`src/rtl/s_inst_fetch.sv`:
```
// Scalar instruction fetch buffer: issues word-aligned fetches from an internal PC,
// queues returned instructions in order and hands them to the ALU; redirects flush it.
module s_inst_fetch #(
  parameter int DEPTH  = 4,
  parameter int PC_W   = 8,
  parameter int INST_W = 32
) (
  input  logic                   clock,
  input  logic                   reset,
  output logic                   imem_req_valid,
  output logic [PC_W-1:0]        imem_req_addr,
  input  logic                   imem_req_ready,
  input  logic                   imem_rsp_valid,
  input  logic [INST_W-1:0]      imem_rsp_data,
  input  logic                   set_pc,
  input  logic [PC_W-1:0]        pc_in,
  output logic                   inst_valid,
  output logic [INST_W-1:0]      inst_data,
  output logic [PC_W-1:0]        inst_pc,
  input  logic                   inst_ready,
  output logic [PC_W-1:0]        pc_out,
  output logic [$clog2(DEPTH):0] fifo_count
);
  localparam int AW = $clog2(DEPTH);
  localparam int CW = AW + 1;

  function automatic logic [PC_W-1:0] align_pc(input logic [PC_W-1:0] a);
    return a & ~PC_W'(3);
  endfunction

  function automatic logic [PC_W-1:0] next_pc(input logic [PC_W-1:0] a);
    return a + PC_W'(4);
  endfunction

  logic [PC_W-1:0]   fetch_pc;
  logic [PC_W-1:0]   rsp_pc;
  logic [CW-1:0]     outstanding;
  logic [CW-1:0]     drop_cnt;
  logic [CW-1:0]     count;
  logic [AW-1:0]     rd_ptr;
  logic [AW-1:0]     wr_ptr;
  logic [INST_W-1:0] data_mem [DEPTH];
  logic [PC_W-1:0]   pc_mem   [DEPTH];

  logic [CW:0] in_use;
  logic        accept;
  logic        push;
  logic        pop;

  // Credit covers both queued and in-flight words so a response can never overflow the FIFO.
  assign in_use         = {1'b0, outstanding} + {1'b0, count};
  assign imem_req_valid = (in_use < (CW+1)'(DEPTH)) && (drop_cnt == '0) && !set_pc && !reset;
  assign imem_req_addr  = fetch_pc;
  assign pc_out         = fetch_pc;
  assign accept         = imem_req_valid && imem_req_ready;
  assign push           = imem_rsp_valid && (drop_cnt == '0) && !set_pc;
  assign pop            = inst_valid && inst_ready;

  assign inst_valid = (count != '0);
  assign inst_data  = inst_valid ? data_mem[rd_ptr] : '0;
  assign inst_pc    = inst_valid ? pc_mem[rd_ptr]   : '0;
  assign fifo_count = count;

  // Fetch / credit / FIFO control stage
  always_ff @(posedge clock) begin
    if (reset) begin
      fetch_pc    <= '0;
      rsp_pc      <= '0;
      outstanding <= '0;
      drop_cnt    <= '0;
      count       <= '0;
      rd_ptr      <= '0;
      wr_ptr      <= '0;
    end else if (set_pc) begin
      fetch_pc    <= align_pc(pc_in);
      rsp_pc      <= align_pc(pc_in);
      count       <= '0;
      rd_ptr      <= '0;
      wr_ptr      <= '0;
      // Every request still in flight (already-pending drops included) is now stale.
      outstanding <= outstanding - CW'(imem_rsp_valid);
      drop_cnt    <= outstanding - CW'(imem_rsp_valid);
    end else begin
      if (accept)
        fetch_pc <= next_pc(fetch_pc);
      outstanding <= outstanding + CW'(accept) - CW'(imem_rsp_valid);
      if (imem_rsp_valid && (drop_cnt != '0))
        drop_cnt <= drop_cnt - CW'(1);
      if (push) begin
        wr_ptr <= wr_ptr + AW'(1);
        rsp_pc <= next_pc(rsp_pc);
      end
      if (pop)
        rd_ptr <= rd_ptr + AW'(1);
      count <= count + CW'(push) - CW'(pop);
    end
  end

  // FIFO storage stage
  always_ff @(posedge clock) begin
    if (push) begin
      data_mem[wr_ptr] <= imem_rsp_data;
      pc_mem[wr_ptr]   <= rsp_pc;
    end
  end

endmodule
```
`config.mk`:
```
export PLATFORM = sky130hd
export DESIGN_NAME = s_inst_fetch
export DESIGN_NICKNAME = d
export VERILOG_FILES = /design/src/rtl/s_inst_fetch.sv
export SDC_FILE = /design/constraint.sdc
export NUM_CORES = 1
export LEC_CHECK = 0
export BUFFER_PORTS_ARGS = -buffer_cell sky130_fd_sc_hd__buf_2
export CAP_MARGIN = 20
export CORE_MARGIN = 2
export CORE_UTILIZATION = 58
export CTS_CLUSTER_DIAMETER = 60
export DETAILED_ROUTE_END_ITERATION = 8
export PLACE_DENSITY = 0.81
export SLEW_MARGIN = 15
export SYNTH_ARGS = -nofsm -noshare
export SYNTH_HDL_FRONTEND = slang
export SYNTH_SLANG_ARGS = --single-unit
```
`constraint.sdc`:
```
create_clock -name clock -period 6.35 [get_ports clock]
set_input_delay 1.5875 -clock clock [delete_from_list [all_inputs] [get_ports clock]]
set_output_delay 1.5875 -clock clock [all_outputs]
set_load 0.05 [all_outputs]
```
==> results of run 1 <==
-- kinds of logic after synthesis --
logic type	count (synthesis)	synth area share, %
muxes	39	11.8
other	1	0.0510
AOI/OAI and AO/OA	29	2.69
DFF	179	69.4
and+or+nand+nor	93	7.30
xor gates and xnor gates	17	2.02
buffers and inverters	43	3.49
adders and majority gates	18	3.27
-- worst min-delay path by stage --
stage / startpoint / to / slack (ps)
floorplan: rsp_pc[7] / pc_mem[0][7] / 480
global placement: rsp_pc[7] / pc_mem[1][7] / 490
detailed placement: rsp_pc[7] / pc_mem[1][7] / 520
CTS: rsp_pc[7] / pc_mem[0][7] / 520
global route: rsp_pc[7] / pc_mem[0][7] / 540
finish: rsp_pc[7] / pc_mem[0][7] / 520
-- routing by layer --
metal  track usage (%)  up-vias
met2              34.8      118
li1                  -     1774
met5                 0        -
met1              25.0     1950
met4              5.25        0
met3              6.07        9
-- critical path, delay by kind of cell (launching register included) --
kind	cells	cell delay [ps]
buf+inv	2	640
flops	1	930
mux	1	540
simple gates	1	180
-- flip-flops by register name (all words and copies together), names as in the netlist, named ones only --
signal,cells
pc_mem,24
fifo_count,3
rd_ptr,2
data_mem,128
wr_ptr,2
imem_req_addr,6
drop_cnt,3
outstanding,3
rsp_pc,6
-- cells in the final DEF, fill, tap and decap left out, types with 6 or more instances in the layout --
cell type	n
conb_1	6
nor2_1	15
nand3_1	6
buf_2	98
ha_1	16
xor2_1	11
nand2_1	8
inv_1	13
mux4_2	38
a21boi_0	8
dfxtp_1	25
a21oi_1	7
clkbuf_16	17
xnor2_1	6
edfxtp_1	152
and2_1	41
-- area by class of cell --
type / count / area (um2) / share of cell area (%)
diodes: 1 / 2.50 / 0.0296
clock buffers: 20 / 437 / 5.17
clock inverters: 12 / 115 / 1.36
inverters: 13 / 48.8 / 0.578
multi-input cells: 202 / 2020 / 23.9
flip-flops and latches: 179 / 5110 / 60.5
well taps: 172 / 215 / 2.55
repair buffers: 100 / 505 / 5.98
-- power breakdown --
group / switching (uW) / total, uW / internal (uW)
logic: 190 / 278 / 88.2
clock network: 404 / 976 / 572
registers: 22.4 / 1330 / 1310
-- through the flow --
stage | hold WS [ps] | utilization, % | area, um2
global route | 539 | 67.5 | 8450
floorplan | 480 | - | 7370
CTS | 521 | 67.5 | 8450
detailed placement | 519 | 63.1 | 7890
global placement | 493 | 63.1 | 7890
finish | 516 | 67.5 | 8450
==> out/summary.txt, run 1 <==
Hold/Removal Path Class -> flop to flop
CTS clock-pin slew for the worst setup and hold paths -> 70 ps
Fillers -> 861
Dpl hpwl -> 7580 um
# Post-CTS Setup Buffers -> 0
Highest Clock Rate -> 0.232 GHz
Worst Setup EP -> inst_pc[5]
Layout Cells excl Fill -> 699
Part of the cycle the worst path needs -> 67.7%
CTS resizes -> 0
Area share of the largest cell type after synthesis -> 62.1%
Pwr Density -> 306 nW/um2
H-tree levels -> 4
Max Slew Vio Count -> 0
Post-synthesis sequential area ratio -> 69.4%
Avg Vias per Cell -> 5.51
CTS root buf -> clkbuf_16
PnR worst setup slack -> 2050 ps
WP data arrival -> 2710 ps
Antenna violations before repair -> 1
Placed Cells -> 666
Post-synth top cells -> edfxtp_1, and2_1, mux4_2
GP Congestion -> 0.818
Total Neg Setup Slack -> 0 ps
Crit-path max cell delay -> 930 ps
# clock sinks -> 179
P&R area growth vs syn -> 14.9%
Pleak -> 0.00310 uW
Via count -> 3851
Final min period -> 4300 ps
CP Capture Type -> output pin
Top Layer Used -> met4
Power consumption -> 2590 uW
Pin count of the biggest net entering global routing -> 42
Mapped Avg Cell Area -> 17.6 um2
CTS Buf Count -> 17
Met1 wire length -> 5230 um
Final Net Count -> 577
Pre-Repair DR Iteration Count -> 4
Setup Skew -> 12.1 ps
Worst flop-to-flop path startpoint -> fifo_count[2]
Synth top area cells -> edfxtp_1, mux4_2, dfxtp_1
Slew @ Worst Pin -> 1030 ps
Hold Vio Cnt, Final -> 0
Syn Std Cell Area -> 7350 um2
CTS hold repair buffers -> 0
Metal2 WL -> 6670 um
Met3 WL -> 782 um
Slowest cell on the critical path -> dfxtp_2
Die Width -> 117 um
GR Overflow Total -> 0
Die Y -> 117 um
DRT iter0 DRCs -> 326
Number of synthesized flops with an enable pin -> 152
RSZ-0062 raised after global routing -> false
Max-Cap Viols -> 0
R2R Setup Slk -> 3360 ps
Critical Path RT -> 4760 ps
IO Pins -> 107
First-pass GRT wire length -> 19900 um
Status -> completed
Async S/R FF share, synth -> 0%
Crit-path cells -> buf_4 > mux4_2 > and2_1 > buf_2
DP Worst Slack -> 2280 ps
Max_slew headroom -> 31.6%
Synth area leader -> edfxtp_1
Layout cells sized above 1 -> 32.5%
Clock Tree Buf Depth -> 2
Area of the die -> 13600 um2
Synthesis warning total -> 0
Worst Hold Depth -> 0
Yosys reg bits -> 179
Count of cell types in the netlist -> 37
CTS tree -> yes
DRT antenna net count -> 0
GRT Util Overall -> 20.1%
Core area -> 12500 um2
Wire per inst -> 18.3 um
Cell row count -> 41
Worst-case reg-to-reg path depth -> 11
Max FO, Critical Path -> 25
Starting density of the core -> 58.8%
Post-synth top flop -> edfxtp_1
Max VDD drop -> 0.172 mV
CP Class -> flop to output pin
Most frequent cell after synthesis -> edfxtp_1
Clock Latency Late Sink -> 420 ps
Post-synthesis cell count -> 419
R2R Path End -> outstanding[2]
CP startpoint kind -> flop
Post-route DRC -> 0
Setup violators final -> 0
Vias in the first global route -> 3841
Routed WL -> 12800 um
PortBufs -> 98
(Power assumes the default switching activity.)
==> inputs of run 2 (changes only) <==
--- a/config.mk
+++ b/config.mk
@@ -5,13 +5,14 @@
 export SDC_FILE = /design/constraint.sdc
 export NUM_CORES = 1
 export LEC_CHECK = 0
+export ABC_AREA = 1
 export BUFFER_PORTS_ARGS = -buffer_cell sky130_fd_sc_hd__buf_2
 export CAP_MARGIN = 20
 export CORE_MARGIN = 2
-export CORE_UTILIZATION = 58
+export CORE_UTILIZATION = 52
 export CTS_CLUSTER_DIAMETER = 60
 export DETAILED_ROUTE_END_ITERATION = 8
-export PLACE_DENSITY = 0.81
+export PLACE_DENSITY = 0.76
 export SLEW_MARGIN = 15
 export SYNTH_ARGS = -nofsm -noshare
 export SYNTH_HDL_FRONTEND = slang
==> constraint.sdc (replaced) <==
create_clock -name clock -period 3.5 [get_ports clock]
set_input_delay 0.875 -clock clock [delete_from_list [all_inputs] [get_ports clock]]
set_output_delay 0.875 -clock clock [all_outputs]
set_load 0.05 [all_outputs]
==> out/summary.txt, run 2 <==
Status -> completed
Syn Std Cell Area -> 7560 um2 (+2.8%)
Logic pwr share -> 11.9% (+1.1 points)
Setup Skew -> 7.39 ps (-4.72 ps)
CTS root buf -> clkbuf_16
Core area -> 14400 um2 (+15%)
Setup violators final -> 0 (unchanged)
CP Capture Type -> output pin
Hold/Removal Path Class -> flop to flop
PortBufs -> 98 (unchanged)
GR Overflow Total -> 0 (unchanged)
GP Congestion -> 0.793 (-3.2%)
Mapped Avg Cell Area -> 11.1 um2 (-37%)
Post-synthesis cell count -> 680 (+62%)
Crit-path max cell delay -> 520 ps (-410 ps)
Final Net Count -> 834 (+45%)
DRT antenna net count -> 0 (unchanged)
Power share of the clock group -> 38.3% (+0.5 points)
Post-synthesis sequential area ratio -> 67.5% (-1.9 points)
Top flop regs -> data_mem (128), pc_mem (24)
Max-Cap Viols -> 0 (unchanged)
Hold Vio Cnt, Final -> 0 (unchanged)
Slowest cell on the critical path -> inv_1
CTS clock-pin slew for the worst setup and hold paths -> 60 ps (about the same)
Pwr Density -> 552 nW/um2 (+80%)
IO Pins -> 107 (unchanged)
Max FO, Critical Path -> 20 (-20%)
Most frequent cells in the layout -> nor2_1, edfxtp_1, buf_2
Wire per inst -> 16.5 um (-9.7%)
WP data arrival -> 2180 ps (-530 ps)
Synthesis warning total -> 0 (unchanged)
Largest reg by FF count -> data_mem
Crit-path cells -> inv_1 > buf_4 > nor2_1 > o21ai_0 > a21oi_1 > buf_2
Vias in the first global route -> 5239 (+36%)
Synth top area cells -> edfxtp_1, nor2_1, dfxtp_1
Async S/R FF share, synth -> 0% (unchanged)
Max Slew Vio Count -> 0 (unchanged)
Highest Clock Rate -> 0.328 GHz
Clock Latency Late Sink -> 430 ps (about the same)
Critical Path RT -> 2620 ps (-2140 ps)
Pin count of the biggest net entering global routing -> 77 (+83%)
# clock sinks -> 179 (unchanged)
Clock Tree Buf Depth -> 2 (unchanged)
# Post-CTS Setup Buffers -> 0 (unchanged)
P&R area growth vs syn -> 16.3%
CP Class -> flop to output pin
Slew @ Worst Pin -> 711 ps (-316 ps)
Count of cell types in the netlist -> 32 (-14%)
Sequential power share -> 49.8% (-1.7 points)
CTS tree -> yes
Cell row count -> 44 (+7.3%)
# diodes -> 0 (-1)
Post-route DRC -> 0 (unchanged)
Yosys reg bits -> 179 (unchanged)
Area of the die -> 15500 um2 (+14%)
Pre-Repair DR Iteration Count -> 7 (+3)
Max_slew headroom -> 52.6% (+21 points)
CP startpoint kind -> flop
Starting density of the core -> 52.6% (-6.2 points)
CTS Buf Count -> 17 (unchanged)
Post-synth top cells -> nor2_1, edfxtp_1, o21ai_0
Max VDD drop -> 0.336 mV (+96%)
Final min period -> 3050 ps
Pleak -> 0.00340 uW (+9.9%)
CTS hold repair buffers -> 0 (unchanged)
Commonest non-fill, non-tap cell in the layout -> nor2_1
Most frequent cell after synthesis -> nor2_1
Layout cells sized above 1 -> 20.1% (-12 points)
Number of synthesized flops with an enable pin -> 152 (unchanged)
Die Width -> 125 um (+6.8%)
RSZ-0062 raised after global routing -> false
Max FFs per register -> 128 (unchanged)
Sw Share -> 26.2% (+2.4 points)
Layout Cells excl Fill -> 967 (+38%)
Post-synth top flop -> edfxtp_1
GRT Util Overall -> 21.3% (+1.2 points)
First-pass GRT wire length -> 25900 um (+30%)
Dpl hpwl -> 9450 um (+25%)
DRT iter0 DRCs -> 407 (+25%)
P_sw -> 1270 uW (+110%)
H-tree levels -> 4 (unchanged)
Placed Cells -> 935 (+40%)
Internal power -> 3580 uW (+82%)
Die Y -> 125 um (+6.8%)
Area share of the largest cell type after synthesis -> 60.4% (-1.7 points)
Part of the cycle the worst path needs -> 87.2%
Antenna violations before repair -> 0 (-1)
Avg Vias per Cell -> 5.40 (-2.0%)
Routed WL -> 16000 um (+25%)
Total Neg Setup Slack -> 0 ps (unchanged)
CTS resizes -> 0 (unchanged)
Synth area leader -> edfxtp_1
Via count -> 5220 (+36%)
==> run 2: layout make-up <==
type | count | area (um2)
repair buffers | 111 | 626
multi-input cells | 425 | 2110
flip-flops and latches | 179 | 5110
inverters | 36 | 135
clock inverters | 15 | 156
clock buffers | 17 | 425
well taps | 184 | 230
fillers | 1149 | 5580
==> run 2: per-layer routing <==
layer	track usage (%)	vias to the layer above	wire (um)
met1	25.9	2529	6590
li1	-	2500	-
met2	38.3	179	8330
met3	4.68	12	933
met5	0	-	0
met4	6.21	0	106
==> run 2: final timing paths <==
path / slack (ps) / endpoint / startpoint / cells after the start
setup / recovery: 450 / inst_data[22] / flop / 6
hold / removal: 480 / flop / rd_ptr[1] / 2
setup reg to reg: 700 / outstanding[2] / fifo_count[1] / 13
hold reg to reg: 480 / flop / rd_ptr[1] / 2
==> run 2: kinds of logic (layout without fill, tap and decap cells) <==
group | Yosys count | in the layout | synth area share [%]
AND/OR/NAND/NOR | 242 | 242 | 13.0
flip-flops | 179 | 179 | 67.5
AO/OA/AOI/OAI | 153 | 153 | 10.3
buffers and inverters | 81 | 179 | 5.31
adder cells (fa/ha/maj) | 18 | 18 | 3.18
XOR/XNOR | 6 | 6 | 0.695
other | 1 | 6 | 0.0496
==> run 2: power by group through the flow <==
stage | combinational (uW) | clock [uW] | sequential, uW
after global routing | 629 | 1970 | 2420
after global placement | 552 | 0 | 2460
after floorplan | 400 | 0 | 2480
final | 575 | 1860 | 2420
after detailed placement | 573 | 0 | 2460
after CTS | 577 | 1870 | 2420
==> run 2: metrics by stage <==
stage                     power, uW  hold WS (ps)  utilization, %  cell area, um2  setup WS (ps)
after global placement         3010           449            57.1            8210            415
final                          4850           479            61.2            8790            449
after floorplan                2880           436               -            7580           89.9
after detailed placement       3040           466            57.1            8210            328
after global routing           5020           504            61.2            8790            233
after CTS                      4870           482            61.2            8790            376
==> run 2: worst max-delay path: cells and delay by family, from the launching register on <==
| family | cells | cell delay, ps |
|---|---|---|
| buffers and inverters | 3 | 1160 |
| DFF | 1 | 320 |
| AOI/OAI and AO/OA | 2 | 190 |
| and+or+nand+nor | 1 | 90 |
